$ cat src/rtl/usb_pkg.sv
// Shared definitions for the USB device responder:
// PID codes, packet field positions and FSM states.
package usb_pkg;

  localparam logic [7:0] PID_OUT   = 8'hE1;
  localparam logic [7:0] PID_IN    = 8'h69;
  localparam logic [7:0] PID_DATA0 = 8'hC3;
  localparam logic [7:0] PID_ACK   = 8'hD2;
  localparam logic [7:0] PID_NAK   = 8'h5A;

  localparam int PKT_W    = 99;
  localparam int PID_MSB  = 98;
  localparam int PID_LSB  = 91;
  localparam int ADDR_MSB = 90;
  localparam int ADDR_LSB = 84;
  localparam int ENDP_MSB = 83;
  localparam int ENDP_LSB = 80;
  localparam int DATA_MSB = 79;
  localparam int DATA_LSB = 16;
  localparam int CRC_MSB  = 15;
  localparam int CRC_LSB  = 0;

  typedef enum logic [2:0] {
    IDLE,
    OUT_DATA,
    IN_WAIT_HS,
    SEND,
    DRAIN
  } state_e;

  // CRC is left zero; the encoder computes and inserts it.
  function automatic logic [PKT_W-1:0] mk_pkt(
    input logic [7:0]  pid,
    input logic [6:0]  addr,
    input logic [3:0]  endp,
    input logic [63:0] data
  );
    logic [PKT_W-1:0] p;
    p                    = '0;
    p[PID_MSB:PID_LSB]   = pid;
    p[ADDR_MSB:ADDR_LSB] = addr;
    p[ENDP_MSB:ENDP_LSB] = endp;
    p[DATA_MSB:DATA_LSB] = data;
    p[CRC_MSB:CRC_LSB]   = 16'h0000;
    return p;
  endfunction

endpackage

$ cat src/rtl/usb_timeout_ctr.sv
// Saturating wait counter; done holds once the
// count reaches TIMEOUT until cleared.
module usb_timeout_ctr #(
  parameter int TIMEOUT = 255
) (
  input  logic clk,
  input  logic rst_b,
  input  logic clear,
  input  logic enable,
  output logic done
);

  localparam int W = $clog2(TIMEOUT + 1);

  logic [W-1:0] cnt_q, cnt_d;

  assign done = (cnt_q == W'(TIMEOUT));

  always_comb begin
    cnt_d = cnt_q;
    if (clear) begin
      cnt_d = '0;
    end else if (enable && !done) begin
      cnt_d = cnt_q + 1'b1;
    end
  end

  always_ff @(posedge clk or negedge rst_b) begin
    if (!rst_b) begin
      cnt_q <= '0;
    end else begin
      cnt_q <= cnt_d;
    end
  end

endmodule

$ cat src/rtl/usb_device_responder.sv
// Single-endpoint USB device responder: handles OUT/IN
// transactions and drives handshakes to the encoder.
module usb_device_responder
  import usb_pkg::*;
#(
  parameter logic [6:0] DEV_ADDR = 7'd5,
  parameter logic [3:0] DEV_ENDP = 4'd4,
  parameter int         TIMEOUT  = 255
) (
  input  logic              clk,
  input  logic              rst_b,
  input  logic [PKT_W-1:0]  pkt_in,
  input  logic              pkt_in_avail,
  input  logic              data_good,
  input  logic              encoder_ready,
  input  logic              tx_busy,
  output logic [PKT_W-1:0]  pkt_out,
  output logic              pkt_out_avail,
  output logic              re,
  output logic [63:0]       ep_data,
  output logic              ep_valid,
  output logic              err
);

  state_e            state_q, state_d;
  logic [PKT_W-1:0]  pkt_out_q, pkt_out_d;
  logic              pkt_out_avail_q, pkt_out_avail_d;
  logic [63:0]       ep_data_q, ep_data_d;
  logic              ep_valid_q, ep_valid_d;
  logic              err_q, err_d;
  logic              sent_data_q, sent_data_d;

  logic [7:0]  in_pid;
  logic [6:0]  in_addr;
  logic [3:0]  in_endp;
  logic [63:0] in_data;
  logic        tok_hit;
  logic        tmr_en;
  logic        tmr_done;
  logic        unused_crc;

  assign in_pid     = pkt_in[PID_MSB:PID_LSB];
  assign in_addr    = pkt_in[ADDR_MSB:ADDR_LSB];
  assign in_endp    = pkt_in[ENDP_MSB:ENDP_LSB];
  assign in_data    = pkt_in[DATA_MSB:DATA_LSB];
  assign unused_crc = ^pkt_in[CRC_MSB:CRC_LSB];
  assign tok_hit    = (in_addr == DEV_ADDR) && (in_endp == DEV_ENDP);

  // Counter sits at zero outside the listening states.
  assign tmr_en = (state_q == OUT_DATA) || (state_q == IN_WAIT_HS);

  usb_timeout_ctr #(
    .TIMEOUT(TIMEOUT)
  ) u_tmr (
    .clk   (clk),
    .rst_b (rst_b),
    .clear (!tmr_en),
    .enable(tmr_en),
    .done  (tmr_done)
  );

  always_comb begin
    state_d         = state_q;
    pkt_out_d       = pkt_out_q;
    pkt_out_avail_d = pkt_out_avail_q;
    ep_data_d       = ep_data_q;
    ep_valid_d      = ep_valid_q;
    err_d           = 1'b0;
    sent_data_d     = sent_data_q;
    unique case (state_q)
      IDLE: begin
        if (pkt_in_avail) begin
          if (in_pid == PID_OUT) begin
            if (tok_hit) state_d = OUT_DATA;
          end else if (in_pid == PID_IN) begin
            if (tok_hit) begin
              state_d         = SEND;
              pkt_out_avail_d = 1'b1;
              sent_data_d     = ep_valid_q;
              pkt_out_d       = ep_valid_q
                ? mk_pkt(PID_DATA0, DEV_ADDR, DEV_ENDP, ep_data_q)
                : mk_pkt(PID_NAK, DEV_ADDR, DEV_ENDP, 64'd0);
            end
          end else begin
            err_d = 1'b1;
          end
        end
      end
      OUT_DATA: begin
        if (pkt_in_avail) begin
          if (in_pid == PID_DATA0) begin
            state_d         = SEND;
            pkt_out_avail_d = 1'b1;
            sent_data_d     = 1'b0;
            if (data_good) begin
              ep_data_d  = in_data;
              ep_valid_d = 1'b1;
              pkt_out_d  = mk_pkt(PID_ACK, DEV_ADDR, DEV_ENDP, 64'd0);
            end else begin
              err_d     = 1'b1;
              pkt_out_d = mk_pkt(PID_NAK, DEV_ADDR, DEV_ENDP, 64'd0);
            end
          end else begin
            err_d   = 1'b1;
            state_d = IDLE;
          end
        end else if (tmr_done) begin
          err_d   = 1'b1;
          state_d = IDLE;
        end
      end
      IN_WAIT_HS: begin
        if (pkt_in_avail) begin
          state_d = IDLE;
          if (in_pid == PID_ACK) begin
            ep_valid_d = 1'b0;
          end else if (in_pid != PID_NAK) begin
            err_d = 1'b1;
          end
        end else if (tmr_done) begin
          err_d   = 1'b1;
          state_d = IDLE;
        end
      end
      SEND: begin
        if (encoder_ready) begin
          pkt_out_avail_d = 1'b0;
          state_d         = DRAIN;
        end
      end
      DRAIN: begin
        if (!tx_busy) begin
          state_d = sent_data_q ? IN_WAIT_HS : IDLE;
        end
      end
      default: state_d = IDLE;
    endcase
  end

  always_ff @(posedge clk or negedge rst_b) begin
    if (!rst_b) begin
      state_q         <= IDLE;
      pkt_out_q       <= '0;
      pkt_out_avail_q <= 1'b0;
      ep_data_q       <= '0;
      ep_valid_q      <= 1'b0;
      err_q           <= 1'b0;
      sent_data_q     <= 1'b0;
    end else begin
      state_q         <= state_d;
      pkt_out_q       <= pkt_out_d;
      pkt_out_avail_q <= pkt_out_avail_d;
      ep_data_q       <= ep_data_d;
      ep_valid_q      <= ep_valid_d;
      err_q           <= err_d;
      sent_data_q     <= sent_data_d;
    end
  end

  assign pkt_out       = pkt_out_q;
  assign pkt_out_avail = pkt_out_avail_q;
  assign ep_data       = ep_data_q;
  assign ep_valid      = ep_valid_q;
  assign err           = err_q;
  assign re            = !((state_q == SEND) || (state_q == DRAIN));

endmodule

$ cat config.mk
export PLATFORM = sky130hd
export DESIGN_NAME = usb_device_responder
export DESIGN_NICKNAME = d
export VERILOG_FILES = /design/src/rtl/usb_pkg.sv /design/src/rtl/usb_timeout_ctr.sv /design/src/rtl/usb_device_responder.sv
export SDC_FILE = /design/constraint.sdc
export NUM_CORES = 1
export LEC_CHECK = 0
export CELL_PAD_IN_SITES_DETAIL_PLACEMENT = 1
export CELL_PAD_IN_SITES_GLOBAL_PLACEMENT = 2
export CORE_MARGIN = 5
export CORE_UTILIZATION = 26
export CTS_CLUSTER_DIAMETER = 50
export DETAILED_ROUTE_END_ITERATION = 8
export PLACE_DENSITY_LB_ADDON = 0.1
export SLEW_MARGIN = 20
export SYNTH_ARGS = -nofsm -noshare
export SYNTH_HDL_FRONTEND = slang
export SYNTH_SLANG_ARGS = --single-unit
export TNS_END_PERCENT = 100
$ cat constraint.sdc
create_clock -name clk -period 2 [get_ports clk]
set_clock_uncertainty 0.15 [all_clocks]
set_input_delay 0.2 -clock clk [delete_from_list [all_inputs] [get_ports clk]]
set_output_delay 0.2 -clock clk [all_outputs]
set_load 0.05 [all_outputs]
==> flow_summary.json <==
{
  "floorplan.initialDensity_pct": 26.3,
  "finalCoreUtilization_pct": 40.1,
  "yosysWarnings": 0,
  "ir_drop_v": 0.000413,
  "die_x_um": 169,
  "drive_above_1_share_pct": 17.5,
  "via_count": 4892,
  "worst-path-max-fanout": 3,
  "gp_congestion": 0.748,
  "r2r_slack_ns": 0.08,
  "critPathSlowestCell": "clkdlybuf4s50_1",
  "start_kind": "register",
  "synth_area_leaders": "dfrtp_1 56%, mux2_2 11%, mux2i_1 10%",
  "worstPathBufferInverterCount": 1,
  "wl_um": 19700,
  "track_usage_pct": 13.8,
  "nets": 912,
  "tns_ns": 0,
  "die_height_um": 169,
  "criticalPathCategory": "reg2out",
  "drt_pass1_iterations": 4,
  "finalCriticalPeriod_ns": 1.96,
  "syn-cell-area_um2": 6570,
  "io_pins": 272,
  "finalSetupViolCount": 0,
  "tritoncts": "built",
  "numCtsBuffers": 17,
  "reg2reg_depth": 6,
  "required_ns": 1.65,
  "worstReg2RegEnd": "state_q[1]",
  "hold_viol": 0,
  "period_share_pct": 98.0,
  "die-area_um2": 28600,
  "io_buffers": 229,
  "grt_pass1_wl_um": 31200,
  "timing.critical_path.from": "ep_data[20]",
  "synth_seq_cells": 147,
  "grt_max_degree": 54,
  "wl_per_cell_um": 17.2,
  "clk_latency_ns": 0.42,
  "crit_family": "buffers and inverters",
  "postRouteAntennaNets": 0,
  "first_global_vias": 5418,
  "tightest_slew_ns": 0.565,
  "netlist.area_leader.share_pct": 56.0,
  "syn_to_final_growth_pct": 52.7,
  "slowest_delay_ns": 0.82,
  "vias_per_cell": 4.26,
  "dpl.hpwl_um": 14600,
  "slew_violations": 0,
  "cts-htree-levels": 4,
  "clk_pin_slew_ns": 0.06,
  "yosysMostFrequentCell": "dfrtp_1",
  "fp-row-count": 58,
  "path_depth": 1,
  "cts_num_sinks": 147,
  "drc": 0,
  "synthesis.area_per_instance_um2": 11.7,
  "cp_cell_sequence": "clkdlybuf4s50_1",
  "synth_edf_count": 0,
  "synth_top_cell_by_area": "dfrtp_1",
  "synth_common_cells": "147 x dfrtp_1, 71 x nand2_1, 67 x inv_1",
  "cts_root_buf": "clkbuf_16",
  "synthCells": 561,
  "yosys.cell_types.count": 49,
  "arrival_ns": 1.61,
  "fmax_mhz": 510,
  "post-place-ws_ns": -0.420,
  "max_slew_margin_pct": 62.3,
  "cp-endpoint": "ep_data[20]",
  "cp-end-kind": "output port",
  "drtIter0Drc": 97,
  "synthArstFlopShare_pct": 100,
  "min_path_type": "in2async",
  "overflow": 0,
  "reg2reg_from": "u_tmr.cnt_q[0]",
  "ctsLongestPathBuffers": 2,
  "coreArea_um2": 25000,
  "antenna_found_initial": 0,
  "power.leakage_nw": 5.86,
  "grt_setup_unrepaired": "yes",
  "status": "completed",
  "ys.flop_type": "dfrtp_1",
  "power_density_nw_per_um2": 671,
  "fin_ws_ns": 0.0395,
  "antenna_cells": 0,
  "max_cap_viol_count": 0,
  "ys_seq_area_share_pct": 56.0
}
[what timing repair did]
item	in CTS	in global routing
endpoints found under the hold margin	41	0
buffers inserted	1	0
pin swaps	1	1
resized for setup	35	69
hold buffers	1	0
endpoints found under the setup margin	80	115
[logic make-up after synthesis]
logic type      Yosys count  share of synthesized area [%]
xor+xnor                  5                          0.666
simple gates            125                           9.00
other cells               1                         0.0571
buf+inv                 124                           9.92
fa+ha+maj                 1                          0.190
compound gates           25                           2.67
flops                   147                           56.0
mux                     133                           21.5
[how the worst min path moves through the flow]
stage | end | slack (ns) | cells past startpoint
after CTS | state_q[1] | 0.15 | 2
final | pkt_out[97] | 0.13 | 2
after global placement | pkt_out[97] | 0.03 | 1
after global routing | pkt_out[97] | 0.16 | 2
after floorplan | ep_data[0] | -0.25 | 0
after detailed placement | state_q[1] | 0.03 | 1
[area by class of cell]
| type | count | area [um^2] |
|---|---|---|
| Fill cell | 2707 | 15000 |
| Inverter | 68 | 255 |
| Clock buffer | 19 | 433 |
| Multi-Input combinational cell | 315 | 2370 |
| Tap cell | 330 | 413 |
| Sequential cell | 147 | 3680 |
| Clock inverter | 12 | 158 |
| Timing Repair Buffer | 257 | 2720 |
[through the flow]
step	area, um^2	instances	hold WS [ns]	total power [mW]
after floorplan	6670	586	-0.246	3.27
after global placement	9280	1115	0.0270	3.54
after detailed placement	9280	1115	0.0260	3.54
after CTS	9870	1148	0.148	6.86
after global routing	10000	1148	0.161	7.01
final	10000	1148	0.130	6.73
[state kept, by name, indices dropped and copies added (netlist names)]
name / flops
err: 1
ep_valid: 1
pkt_out: 69
pkt_out_avail: 1
u_tmr.cnt_q: 8
state_q: 3
ep_data: 64
[layer usage]
metal	routed length [um]	track usage [%]	vias to the layer above
met5	0	0	-
met4	235	3.64	0
met3	1540	5.00	14
met2	9880	23.1	151
met1	8100	16.7	2448
li1	-	-	2279
[cell usage in the layout (no fill, tap or decap), types with 3 or more instances in the layout]
cell type,instances
clkbuf_16,17
mux2_2,64
inv_1,67
dlymetal6s2s_1,64
nand4_1,4
mux2i_1,66
nand2_1,70
a31oi_1,3
clkinv_4,3
dlygate4sd2_1,31
nor2_1,16
buf_12,9
conb_1,26
nand3_1,7
buf_4,26
bufinv_16,3
clkdlybuf4s50_1,124
a21oi_1,6
clkinvlp_4,3
xor2_1,4
nand2b_1,4
dfrtp_1,145
[report_power, final]
group	total [mW]	leakage (nW)	switching [mW]	internal, mW
logic	0.485	3.87	0.280	0.204
registers	2.99	1.71	0.00782	2.99
clock network	3.25	0.279	1.29	1.96
(Power assumes the default switching activity.)
